--- src/rtl/uart_bus_pkg.sv ---
// Shared definitions for UART-facing register bridges: state encoding,
// command-byte layout and timer sizing.
package uart_bus_pkg;

    localparam int unsigned CMD_WRITE_BIT    = 7;
    localparam logic [7:0]  ERR_BYTE_DEFAULT = 8'hEE;

    typedef enum logic [2:0] {
        IDLE     = 3'd0,
        GET_DATA = 3'd1,
        WR_REQ   = 3'd2,
        RD_REQ   = 3'd3,
        SEND     = 3'd4
    } state_e;

    // Counter width able to hold LIMIT-1; never narrower than one bit.
    function automatic int unsigned cnt_width(input int unsigned limit);
        return (limit > 1) ? $clog2(limit) : 1;
    endfunction

endpackage

--- src/rtl/timeout_counter.sv ---
// Saturating clear/enable counter with a registered terminal-count flag.
// tc_o is high while the count equals LIMIT-1.
module timeout_counter
    import uart_bus_pkg::*;
#(
    parameter int unsigned LIMIT = 255
) (
    input  logic clk,
    input  logic resetq,
    input  logic clr_i,
    input  logic en_i,
    output logic tc_o
);

    localparam int unsigned W    = cnt_width(LIMIT);
    localparam logic [W-1:0] LAST = W'(LIMIT - 1);

    logic [W-1:0] cnt_q;
    logic [W-1:0] cnt_d;
    logic         tc_q;

    // Next count: clear wins, otherwise count up and hold at LAST.
    always_comb begin
        cnt_d = cnt_q;
        if (clr_i) begin
            cnt_d = '0;
        end else if (en_i && (cnt_q != LAST)) begin
            cnt_d = cnt_q + W'(1);
        end
    end

    // Count register; the flag is registered from the next count so it tracks cnt_q.
    always_ff @(posedge clk or negedge resetq) begin
        if (!resetq) begin
            cnt_q <= '0;
            tc_q  <= 1'b0;
        end else begin
            cnt_q <= cnt_d;
            tc_q  <= (cnt_d == LAST);
        end
    end

    assign tc_o = tc_q;

endmodule

--- src/rtl/uart_reg_bridge.sv ---
// UART command parser driving an 8-bit register bus.
// Command byte: bit7 set = write (followed by a data byte), clear = read;
// bits 6:0 = register address. Reads answer with one transmit byte.
module uart_reg_bridge
    import uart_bus_pkg::*;
#(
    parameter int unsigned TIMEOUT_CLKS = 600_000,
    parameter int unsigned ACK_CLKS     = 255,
    parameter logic [7:0]  ERR_BYTE     = ERR_BYTE_DEFAULT
) (
    input  logic       clk,
    input  logic       resetq,
    input  logic       rx_valid,
    input  logic [7:0] rx_data,
    output logic       uart_rd,
    input  logic       tx_busy,
    output logic       uart_wr,
    output logic [7:0] tx_data,
    output logic [6:0] reg_addr,
    output logic [7:0] reg_wdata,
    output logic       reg_we,
    output logic       reg_re,
    input  logic [7:0] reg_rdata,
    input  logic       reg_ack,
    output logic       cmd_error
);

    state_e     state_q;
    logic       uart_rd_q;
    logic       rd_dly_q;
    logic       uart_wr_q;
    logic [7:0] tx_data_q;
    logic [6:0] reg_addr_q;
    logic [7:0] reg_wdata_q;
    logic       reg_we_q;
    logic       reg_re_q;
    logic       cmd_error_q;

    logic       byte_tc;
    logic       ack_tc;
    logic       rx_take_c;
    logic       byte_tmr_en_c;
    logic       ack_tmr_en_c;

    // A byte may be taken unless a read strobe is in flight or just finished.
    assign rx_take_c     = rx_valid && !uart_rd_q && !rd_dly_q;
    // Timers run only in their own state and sit cleared everywhere else.
    assign byte_tmr_en_c = (state_q == GET_DATA);
    assign ack_tmr_en_c  = (state_q == WR_REQ) || (state_q == RD_REQ);

    timeout_counter #(.LIMIT(TIMEOUT_CLKS)) u_byte_tmr (
        .clk    (clk),
        .resetq (resetq),
        .clr_i  (!byte_tmr_en_c),
        .en_i   (byte_tmr_en_c),
        .tc_o   (byte_tc)
    );

    timeout_counter #(.LIMIT(ACK_CLKS)) u_ack_tmr (
        .clk    (clk),
        .resetq (resetq),
        .clr_i  (!ack_tmr_en_c),
        .en_i   (ack_tmr_en_c),
        .tc_o   (ack_tc)
    );

    // Command FSM; the byte is captured on the cycle its uart_rd strobe is high.
    always_ff @(posedge clk or negedge resetq) begin
        if (!resetq) begin
            state_q     <= IDLE;
            uart_rd_q   <= 1'b0;
            rd_dly_q    <= 1'b0;
            uart_wr_q   <= 1'b0;
            tx_data_q   <= '0;
            reg_addr_q  <= '0;
            reg_wdata_q <= '0;
            reg_we_q    <= 1'b0;
            reg_re_q    <= 1'b0;
            cmd_error_q <= 1'b0;
        end else begin
            uart_rd_q   <= 1'b0;
            uart_wr_q   <= 1'b0;
            cmd_error_q <= 1'b0;
            rd_dly_q    <= uart_rd_q;
            unique case (state_q)
                IDLE: begin
                    if (uart_rd_q) begin
                        reg_addr_q <= rx_data[6:0];
                        if (rx_data[CMD_WRITE_BIT]) begin
                            state_q <= GET_DATA;
                        end else begin
                            reg_re_q <= 1'b1;
                            state_q  <= RD_REQ;
                        end
                    end else if (rx_take_c) begin
                        uart_rd_q <= 1'b1;
                    end
                end
                GET_DATA: begin
                    // A byte seen on the timeout cycle still wins.
                    if (uart_rd_q) begin
                        reg_wdata_q <= rx_data;
                        reg_we_q    <= 1'b1;
                        state_q     <= WR_REQ;
                    end else if (rx_take_c) begin
                        uart_rd_q <= 1'b1;
                    end else if (byte_tc) begin
                        cmd_error_q <= 1'b1;
                        state_q     <= IDLE;
                    end
                end
                WR_REQ: begin
                    if (reg_ack) begin
                        reg_we_q <= 1'b0;
                        state_q  <= IDLE;
                    end else if (ack_tc) begin
                        reg_we_q    <= 1'b0;
                        cmd_error_q <= 1'b1;
                        state_q     <= IDLE;
                    end
                end
                RD_REQ: begin
                    if (reg_ack) begin
                        tx_data_q <= reg_rdata;
                        reg_re_q  <= 1'b0;
                        state_q   <= SEND;
                    end else if (ack_tc) begin
                        tx_data_q   <= ERR_BYTE;
                        cmd_error_q <= 1'b1;
                        reg_re_q    <= 1'b0;
                        state_q     <= SEND;
                    end
                end
                SEND: begin
                    // tx_busy lags uart_wr by a cycle, so never fire twice back to back.
                    if (!tx_busy && !uart_wr_q) begin
                        uart_wr_q <= 1'b1;
                        state_q   <= IDLE;
                    end
                end
                default: begin
                    state_q <= IDLE;
                end
            endcase
        end
    end

    assign uart_rd   = uart_rd_q;
    assign uart_wr   = uart_wr_q;
    assign tx_data   = tx_data_q;
    assign reg_addr  = reg_addr_q;
    assign reg_wdata = reg_wdata_q;
    assign reg_we    = reg_we_q;
    assign reg_re    = reg_re_q;
    assign cmd_error = cmd_error_q;

endmodule

--- config.mk ---
export PLATFORM = sky130hd
export DESIGN_NAME = uart_reg_bridge
export DESIGN_NICKNAME = d
export VERILOG_FILES = /design/src/rtl/uart_bus_pkg.sv /design/src/rtl/timeout_counter.sv /design/src/rtl/uart_reg_bridge.sv
export SDC_FILE = /design/constraint.sdc
export NUM_CORES = 1
export LEC_CHECK = 0
export ABC_AREA = 1
export BUFFER_PORTS_ARGS = -buffer_cell sky130_fd_sc_hd__buf_2
export CORE_UTILIZATION = 30
export CTS_BUF_LIST = sky130_fd_sc_hd__clkbuf_8 sky130_fd_sc_hd__clkbuf_16
export CTS_CLUSTER_DIAMETER = 40
export CTS_CLUSTER_SIZE = 8
export DETAILED_ROUTE_END_ITERATION = 6
export SYNTH_ARGS = -nofsm -noshare
export SYNTH_HDL_FRONTEND = slang
export SYNTH_HIERARCHICAL = 1
export SYNTH_SLANG_ARGS = --single-unit
--- constraint.sdc ---
create_clock -name clk -period 3.5 [get_ports clk]
set_clock_uncertainty 0.05 [all_clocks]
set_input_delay 0.35 -clock clk [delete_from_list [all_inputs] [get_ports clk]]
set_output_delay 0.35 -clock clk [all_outputs]
set_load 0.05 [all_outputs]
# ---- Yosys cells after proc, flatten, opt, wreduce, memory -nomap -nowiden
# Index checks and enable logic that the tools add are counted.
dict set report totals {
  rom_bits 0
  ff_bits 62
  wordCells 89
  memories 0
  out_inout_bits 28
  in_bits 21
  latchBits 0
  ram_bits 0
}
dict set report classes {
  n_mul 0
  shifts 0
  addsub 2
  n_mux 35
  magnitude_cmp 0
  n_eq_ne 16
  n_div 0
  n_reduce_logical 22
  bitwise 0
}
# cell n
set op_table {}
lappend op_table {{$mux 20} 2}
lappend op_table {{$mux 8} 4}
lappend op_table {{$mux 3} 9}
lappend op_table {{$add 20x1->20 const B} 1}
lappend op_table {{$eq 20x20->1 const B} 1}
lappend op_table {{$ne 20x20->1 const B} 1}
lappend op_table {{$mux 1} 15}
lappend op_table {{$pmux 3 s5} 1}
lappend op_table {{$add 8x1->8 const B} 1}
lappend op_table {{$eq 8x8->1 const B} 1}
lappend op_table {{$ne 2x2->1 const B} 4}
lappend op_table {{$ne 8x8->1 const B} 1}
lappend op_table {{$eq 3x2->1 const B} 2}
lappend op_table {{$ne 3x2->1 const B} 2}
lappend op_table {{$ne 3x3->1 const B} 2}
lappend op_table {{$pmux 1 s2} 3}
lappend op_table {{$reduce_and 2->1} 3}
lappend op_table {{$reduce_and 6->1} 1}
lappend op_table {{$reduce_bool 2->1} 3}
lappend op_table {{$logic_and 1x1->1} 5}
lappend op_table {{$logic_not 1->1} 4}
lappend op_table {{$reduce_and 4->1} 1}
lappend op_table {{$reduce_or 2->1} 2}
lappend op_table {{$eq 3x1->1 const B} 1}
lappend op_table {{other kinds (5)} 5}

# ---- Longest topological paths before layout
# Gate-level depths: netlist of run 1.
dict set report logic_depth {
  ltp_word 6
  ltp_mapped 15
  mapped_depth_nobuf 14
}

# ---- Hierarchy
# Netlist of run 1, hierarchy kept.
# mod n_inst cells_per_inst area_per_inst_um2 seq_area_each_um2
set modules_own_cells {}
lappend modules_own_cells {uart_reg_bridge 1 134 1386.3 800.8}
lappend modules_own_cells {{timeout_counter at u_byte_tmr} 1 201 1363.8 525.5}
lappend modules_own_cells {{timeout_counter at u_ack_tmr} 1 91 636.9 225.2}

# ---- Worst setup path after synthesis of run 1
# No wires, ideal clock.
dict set report synth_timing {
  path_type {reg-to-reg}
  startpoint {register state_q[2]}
  endpoint {register u_byte_tmr.tc_q, in the netlist u_byte_tmr/tc_o}
  setup_time_ns 0.071
  path_stages_with_launch 15
  setup_slack_ns 1.597
  arrival_ns 1.781
  path_cell_list {dfrtp_1 nor2_4 nand2_2 inv_4 buf_4 inv_2 nor2_2 nand3b_1 nor2_1 nand2_1 nand3_1 nand2_1 nor2_1 nand3_1 nor2_1}
}
dict set report synth_between {
  elab_chain_len 5
}
# element line_no
set synth_rtl {}
lappend synth_rtl {{start, declared} uart_reg_bridge.sv:28} ;# state_e state_q;
lappend synth_rtl {{start signal, assigned} uart_reg_bridge.sv:70} ;# state_q <= IDLE;
lappend synth_rtl {{start signal, assigned} uart_reg_bridge.sv:90} ;# state_q <= GET_DATA;
lappend synth_rtl {{start signal, assigned} uart_reg_bridge.sv:93} ;# state_q <= RD_REQ;
lappend synth_rtl {{$eq 3x1->1 (*)} uart_reg_bridge.sv:48} ;# assign byte_tmr_en_c = (state_q == GET_DATA);
lappend synth_rtl {{named net byte_tmr_en_c} uart_reg_bridge.sv:42} ;# logic byte_tmr_en_c;
lappend synth_rtl {{$logic_and 1x1->1} timeout_counter.sv:27} ;# end else if (en_i && (cnt_q != LAST)) begin
lappend synth_rtl {{$mux 20} timeout_counter.sv:27}
lappend synth_rtl {{$mux 20 (*)} timeout_counter.sv:25} ;# if (clr_i) begin
lappend synth_rtl {{$eq 20x20->1 (*)} timeout_counter.sv:39} ;# tc_q <= (cnt_d == LAST);
lappend synth_rtl {{end signal, assigned} timeout_counter.sv:39}
lappend synth_rtl {{end, declared} timeout_counter.sv:20} ;# logic tc_q;
# The timed path passes the listed nets; every way through them passes the cells marked *.
# A chain may end at the register's enable or synchronous reset.

# ---- Worst setup path after layout of run 1
dict set report layout_timing {
  startpoint {register state_q[2]}
  endpoint {register u_byte_tmr.tc_q, in the netlist u_byte_tmr/tc_o}
}
dict set report layout_between {
  elab_chain_len 5
}
# element line_no
set layout_rtl {}
lappend layout_rtl {{$eq 3x1->1 (*)} uart_reg_bridge.sv:48}
lappend layout_rtl {{named net byte_tmr_en_c} uart_reg_bridge.sv:42}
lappend layout_rtl {{$logic_and 1x1->1} timeout_counter.sv:27}
lappend layout_rtl {{$mux 20} timeout_counter.sv:27}
lappend layout_rtl {{$mux 20 (*)} timeout_counter.sv:25}
lappend layout_rtl {{named net u_byte_tmr.cnt_d[13]} timeout_counter.sv:19} ;# logic [W-1:0] cnt_d;
lappend layout_rtl {{$eq 20x20->1 (*)} timeout_counter.sv:39}
# Marks and branches as above.

==> summary.txt, run 1 <==
Logic synthesis
  – Number of flops mapped to enable cells by yosys: 0
  – Post-synthesis simple-gate area fraction: 0.3325
  – Synth Area per Inst: 7.951 sq um
  – Synth area leader: dfrtp_1
  – Synth Area in XOR/XNOR: 0.002586
  – Synthesized Nets: 450
  – Syn Inst Count: 426
  – Top cells by area, synth: dfrtp_1 46%, nand2_1 11%, inv_1 6.0%
  – Most common cell in the netlist: nand2_1
  – Synth warn: 6
  – Adder-cell share of the synthesized area: 0.01108
  – Commonest register cell after synthesis: dfrtp_1
  – Synth Area in Compound Gates: 0.1053
  – Synth cell count leaders: 99 x nand2_1, 62 x dfrtp_1, 54 x inv_1, 52 x nor2_1, 40 x nand3_1
  – Async set or reset register ratio after synthesis: 1.000
  – Main combinational cell family by area after synthesis: simple AND/OR/NAND/NOR gates
  – Mux cell area share after synthesis: 0
  – Synthesized flop and latch total: 62
  – Cell variety after synth: 33
  – Synthesized area: 0.003387 sq mm
  – Sequential share of the synthesized area: 0.4581
  – Top-area cell type share of the netlist area: 0.4581

Critical path
  – Critical path capture point type: flip-flop
  – Worst r2r path cells: 13
  – Crit path DAT: 2.36 ns
  – Cell Chain, Critical Path: nor2_4 > nand2_2 > inv_4 > inv_2 > nor2_2 > nand4_1 > nand2_1 > nand2_1 > nor2_1 > nand2_1 > nor2_1 > nand3_1 > nor2_1
  – Slowest cell on crit path: dfrtp_1
  – R2r setup slk: 1.34 ns
  – CP delay by family, top: simple AND/OR/NAND/NOR gates
  – Critical path launch point type: flip-flop
  – Slowest stage delay, CP: 0.45 ns
  – Worst reg2reg endpoint: u_byte_tmr/tc_o
  – Critical path origin: state_q[2]
  – Highest net fanout along the worst path: 10
  – Reg2reg start: state_q[2]
  – Worst Path Buf+Inv: 2
  – Req. time, crit path: 3.70 ns
  – Levels on crit path: 13
  – Setup crit end: u_byte_tmr/tc_o
  – WS Path Type: reg -> reg

Pwr
  – Pwr dens: 780.8 mW/mm^2
  – Leak: 1.997 nW
  – Peak supply drop: 0.5051 mV

Flow run
  – Max Cap Viol: 0

Clock tree
  – Clock transition at the registers of the reported paths: 0.05 ns
  – CTS tree: yes
  – Htree depth: 3
  – Cts bufs inserted: 9
  – CTS resizes: 0
  – CTS sink count: 62
  – Hold-fix buffers, CTS: 1
  – Clock Latency Late Sink: 0.32 ns
  – Postcts setup bufs: 0
  – Maximum clock path buffer count: 2
  – CTS root buffer: clkbuf_16

Timing
  – Worst rel slew slack: 0.6032
  – TNS Setup: 0 ns
  – Max Freq: 462.6 MHz
  – RSZ-0062 raised after global routing: no
  – Worst hold slack: 0.1947 ns
  – Setup ws final: 1.338 ns
  – Final hold violations: 0
  – Final setup fails: 0
  – Final period util: 0.6177
  – Worst-Margin Slew: 0.5946 ns
  – Tmin final: 2.162 ns
  – Fin. max-slew vios: 0

Drt
  – Drt via density: 4.588
  – Met2 WL: 3.242 mm
  – Met3 wire length: 322 um
  – Starting DRC count in detailed routing: 191
  – DRT met1 WL: 3.444 mm
  – Router iterations before antenna repair: 4
  – DRT antenna net count: 0
  – WL/cell: 11.37 um
  – WL final: 7.119 mm
  – DRC violations left: 0
  – Uppermost routed layer: met4
  – Vias after detailed routing: 2872

Final layout
  – Nets@finish: 505
  – Number of inserted diodes: 0
  – Syn-to-layout area delta: 20.47%
  – Share of cells above drive strength 1: 0.2510
  – Fin area: 0.004080 sq mm

Min path
  – Hold Path Class: in -> reg

Floorplan
  – Die area: 0.01172 sq mm
  – Rows: 38
  – Starting Density: 0.3097
  – Die Width: 108.3 um
  – I/O Pins: 49
  – Die height: 108.3 um
  – Core Footprint: 0.01094 sq mm

Run status
  – Status: completed

Global route
  – Gr ovfl total: 0
  – First-pass GRT wire length: 12.54 mm
  – Total track usage: 0.1365
  – Pin count of the biggest net entering global routing: 27
  – Initial antenna violation count: 0
  – Vias in the first global route: 2771

Place
  – Routability cong.: 0.8380
  – Area of placed instances: 0.003752 sq mm
  – Dpl ws: 1.361 ns
  – IO Port Bufs: 48
  – Post-DP HPWL: 5.385 mm
==> logic make-up (layout without fill, tap and decap cells) <==
logic type,Yosys count,after routing
buffers and inverters,70,130
AO/OA/AOI/OAI,49,49
XOR/XNOR,1,1
flip-flops,62,62
adder cells (fa/ha/maj),3,3
AND/OR/NAND/NOR,241,241
==> worst min path at each step <==
stage / slack, ns / startpoint / depth (start not counted) / endpoint
5_1_grt: 0.20 / reg_rdata[4] / 2 / tx_data[4]
4_1_cts: 0.18 / reg_rdata[4] / 2 / tx_data[4]
3_3_place_gp: 0.21 / resetq / 1 / u_byte_tmr/cnt_q[14]
3_5_place_dp: 0.22 / resetq / 1 / u_byte_tmr/cnt_q[14]
2_1_floorplan: 0.004 / resetq / 0 / cmd_error
6_report: 0.19 / reg_rdata[4] / 2 / tx_data[4]
==> per-layer routing <==
metal,track usage,vias up
li1,-,1467
met1,0.1728,1323
met2,0.2175,73
met3,0.04159,9
met4,0.05309,0
met5,0,-
==> sequential cells by signal (all words and copies together) (netlist names) <==
| register | flops |
|---|---|
| reg_re | 1 |
| u_ack_tmr/cnt_q | 8 |
| tx_data | 8 |
| uart_wr | 1 |
| u_byte_tmr/cnt_q | 20 |
| u_ack_tmr/tc_o | 1 |
| reg_wdata | 8 |
| state_q | 3 |
| u_byte_tmr/tc_o | 1 |
| rd_dly_q | 1 |
| cmd_error | 1 |
| uart_rd | 1 |
| reg_addr | 7 |
| reg_we | 1 |
==> final cells by class <==
| cell class | count | area, sq um |
|---|---|---|
| clock inverter | 6 | 78.83 |
| multi-input combinational | 294 | 1529 |
| timing repair buffer | 51 | 265.3 |
| tap | 140 | 175.2 |
| sequential | 62 | 1551 |
| fill | 1135 | 6855 |
| clock buffer | 10 | 239.0 |
| inverter | 63 | 241.5 |
==> metrics by stage <==
| stage | utilization | instances | power (mW) |
|---|---|---|---|
| 2_1_floorplan | - | 426 | 2.022 |
| 3_3_place_gp | 0.3431 | 609 | 2.261 |
| 3_5_place_dp | 0.3431 | 609 | 2.278 |
| 4_1_cts | 0.3731 | 626 | 3.227 |
| 5_1_grt | 0.3731 | 626 | 3.369 |
| 6_report | 0.3731 | 626 | 3.186 |
==> report_power, final <==
part           switching [mW]  total [mW]  internal, mW
clock                   0.293       0.927         0.634
sequential              0.125        1.02         0.893
combinational           0.925        1.24         0.317
==> worst reg2reg max path: stages (launching register included) <==
cell     delay, ns
dfrtp_1       0.45
nor2_4        0.17
nand2_2       0.10
inv_4         0.13
inv_2         0.07
nor2_2        0.21
nand4_1       0.15
nand2_1       0.09
nand2_1       0.05
nor2_1        0.17
nand2_1       0.07
nor2_1        0.14
nand3_1       0.12
nor2_1        0.12
==> placed cells by master, fill, tap and decap left out, drive strengths merged <==
cell / instances
a21oi: 11
a22o: 2
o21ai: 23
o21bai: 4
o31ai: 2
nand3b: 3
dlygate4sd3: 1
o22a: 6
nor2: 66
dfrtp: 62
a21boi: 1
nand3: 41
inv: 62
clkbuf: 10
and2: 1
nor3: 1
nand4: 10
clkinvlp: 1
nand2: 119
buf: 50
clkinv: 4
ha: 3
xnor2: 1
bufinv: 2
(Power assumes the default switching activity.)
==> run 2: changes to the inputs <==
clock period = 1.7 ns   (was 3.5 ns; I/O delays follow)
==> summary.txt, run 2 (synthesis gave the netlist of run 1 again) <==
Run status
  – Status: finished with violations (was completed)
  – Failing checks: setup timing

Place
  – Post-DP HPWL: 5.744 mm (was 5.385 mm)
  – IO Port Bufs: 48 (unchanged)
  – Routability cong.: 0.9266 (was 0.8380)
  – Dpl ws: -0.2347 ns (was 1.361 ns)

Final layout
  – Syn-to-layout area delta: 36.50% (was 20.47%)
  – Area occupied by multi-input gates: 0.001670 sq mm (was 0.001529 sq mm)
  – Commonest non-fill, non-tap cell in the layout: nand2_1 (unchanged)
  – Max reg flops: 20 (unchanged)
  – Nets@finish: 556 (was 505)
  – Layout fillers: 1079 (was 1135)
  – Share of cells above drive strength 1: 0.3911 (was 0.2510)
  – Number of inserted diodes: 0 (unchanged)
  – Flip-flop and latch area: 0.001553 sq mm (was 0.001551 sq mm)
  – Leading cell types in the layout, fill and taps excluded: 93 x nand2_1, 61 x dfrtp_1, 53 x inv_1, 48 x buf_2, 46 x buf_4 (was 99 x nand2_1, 62 x dfrtp_1, 57 x inv_1, 52 x nor2_1, 48 x buf_2)
  – Largest register by flop count: u_byte_tmr/cnt_q (unchanged)

Timing
  – Final period util: 1.084 (was 0.6177)
  – Setup ws final: -0.1430 ns (was 1.338 ns)
  – RSZ-0062 raised after global routing: yes (was no)
  – Tmin final: 1.843 ns (was 2.162 ns)
  – Max Freq: 542.6 MHz (was 462.6 MHz)
  – Final setup fails: 2 (was 0)
  – Fin. max-slew vios: 0 (unchanged)
  – Worst rel slew slack: 0.7429 (was 0.6032)
  – Final hold violations: 0 (unchanged)
  – Worst-Margin Slew: 0.3843 ns (was 0.5946 ns)
  – Worst hold slack: 0.01223 ns (was 0.1947 ns)

Critical path
  – Worst Path Buf+Inv: 0 (was 2)
  – Slowest stage delay, CP: 0.39 ns (was 0.45 ns)
  – Reg2reg start: u_byte_tmr/cnt_q[1] (was state_q[2])
  – Cell Chain, Critical Path: ha_4 > nand2_2 > nor2_2 > nand2_2 > nor2_4 > nand2_4 > nand3b_1 > nand2_1 > nor2_1 > nand2_1 > nor2_2 > nand3_1 > nor2_1 (was nor2_4 > nand2_2 > inv_4 > inv_2 > nor2_2 > nand4_1 > nand2_1 > nand2_1 > nor2_1 > nand2_1 > nor2_1 > nand3_1 > nor2_1)
  – Req. time, crit path: 1.91 ns (was 3.70 ns)
  – Critical path launch point type: flip-flop (unchanged)
  – Critical path origin: u_byte_tmr/cnt_q[1] (was state_q[2])
  – Critical path capture point type: flip-flop (unchanged)
  – Highest net fanout along the worst path: 7 (was 10)
  – Crit path DAT: 2.05 ns (was 2.36 ns)
  – WS Path Type: reg -> reg (unchanged)
  – CP delay by family, top: simple AND/OR/NAND/NOR gates (unchanged)
  – Slowest cell on crit path: dfrtp_1 (unchanged)

Pwr
  – Peak supply drop: 1.136 mV (was 0.5051 mV)
  – Leak: 2.260 nW (was 1.997 nW)
  – Pwr dens: 1458 mW/mm^2 (was 780.8 mW/mm^2)

Drt
  – Drt via density: 4.588 (about the same)
  – Router iterations before antenna repair: 4 (unchanged)
  – WL final: 8.103 mm (was 7.119 mm)
  – Met2 WL: 3.908 mm (was 3.242 mm)
  – Met3 wire length: 362 um (was 322 um)
  – DRT met1 WL: 3.667 mm (was 3.444 mm)
  – WL/cell: 11.97 um (was 11.37 um)
  – Vias after detailed routing: 3106 (was 2872)
  – DRT antenna net count: 0 (unchanged)
  – DRC violations left: 0 (unchanged)
  – Starting DRC count in detailed routing: 175 (was 191)
  – Uppermost routed layer: met4 (unchanged)

Global route
  – First-pass GRT wire length: 13.39 mm (was 12.54 mm)
  – Gr ovfl total: 0 (unchanged)
  – Vias in the first global route: 2957 (was 2771)
  – Initial antenna violation count: 0 (unchanged)
  – Total track usage: 0.1466 (was 0.1365)
  – Pin count of the biggest net entering global routing: 63 (was 27)

Floorplan
  – I/O Pins: 49 (unchanged)
  – Die Width: 108.3 um (unchanged)
  – Rows: 38 (unchanged)
  – Starting Density: 0.3097 (unchanged)
  – Core Footprint: 0.01094 sq mm (unchanged)
  – Die height: 108.3 um (unchanged)
  – Die area: 0.01172 sq mm (unchanged)

Clock tree
  – Clock Latency Late Sink: 0.33 ns (was 0.32 ns)
  – Clock transition at the registers of the reported paths: 0.06 ns (was 0.05 ns)
  – Maximum clock path buffer count: 2 (unchanged)
  – CTS tree: yes (unchanged)
  – Cts bufs inserted: 9 (unchanged)
  – CTS sink count: 62 (unchanged)
  – Htree depth: 3 (unchanged)
  – CTS root buffer: clkbuf_16 (unchanged)

Min path
  – Hold path startpoint: reg_rdata[4] (unchanged)
  – Hold Path Class: in -> reg (unchanged)

Flow run
  – Max Cap Viol: 0 (unchanged)
-- run 2: cell count changes in the layout (fill, tap and decap cells not counted), moves of 4 or more --
cell,before,now
buf_4,2,46
nor2_2,9,21
nor2_1,52,38
buf_6,0,4
nand2_2,17,23
nand3_2,1,8
nand2_1,99,93
inv_1,57,53
nand3_1,40,32
-- run 2: area by class of cell --
cell class,instances,share of cell area
clock inverters,6,0.01326
clock buffers,10,0.05169
multi-input cells,295,0.3613
repair buffers,101,0.1472
well taps,140,0.03789
inverters,63,0.05277
flip-flops and latches,62,0.3359
-- run 2: worst paths after layout --
path	endpoint	slack, ns	depth (start not counted)
max	u_byte_tmr/tc_o	-0.14	13
min	tx_data[4]	0.01	2
max reg2reg	u_byte_tmr/tc_o	-0.14	13
min reg2reg	reg_wdata[1]	0.44	2
max in group asynchronous	state_q[2]	0.95	3
min in group asynchronous	u_byte_tmr/cnt_q[14]	0.32	3
-- run 2: through the flow --
step,utilization,power (mW),setup TNS (ns),instance area (sq um),cells
5_1_grt,0.4228,7.105,-0.6181,4623,677
6_report,0.4228,6.739,-0.1573,4623,677
3_5_place_dp,0.3728,4.903,-0.2347,4076,647
4_1_cts,0.4092,6.747,-0.1287,4474,672
2_1_floorplan,-,4.183,-0.07191,3405,426
3_3_place_gp,0.3728,4.848,-0.1711,4076,647
-- run 2: repair_timing --
action / CTS / global route
setup buffers: 7 / 6
pin swaps: 7 / 26
hold endpoints to repair: 62 / 0
endpoints found under the setup margin: 1 / 11
hold buffers: 1 / 0
gates cloned: 1 / 0
gates resized for setup: 9 / 37
-- run 2: per-layer routing --
metal,up-vias,GRT usage
met4,0,0.05888
met1,1456,0.1823
met2,70,0.2411
li1,1566,-
met5,-,0
met3,14,0.03858
-- run 2: where the power goes --
group | total [mW] | internal (mW) | switching [mW]
logic | 2.85 | 0.828 | 2.03
registers | 2.07 | 1.84 | 0.233
clock network | 1.81 | 1.17 | 0.642
total | 6.74 | 3.84 | 2.90
-- run 2: worst register-to-register path: cells and delay by family, from the launching register on --
family / cells / cell delay (ns)
flops: 1 / 0.39
fa+ha+maj: 1 / 0.16
simple gates: 12 / 1.18
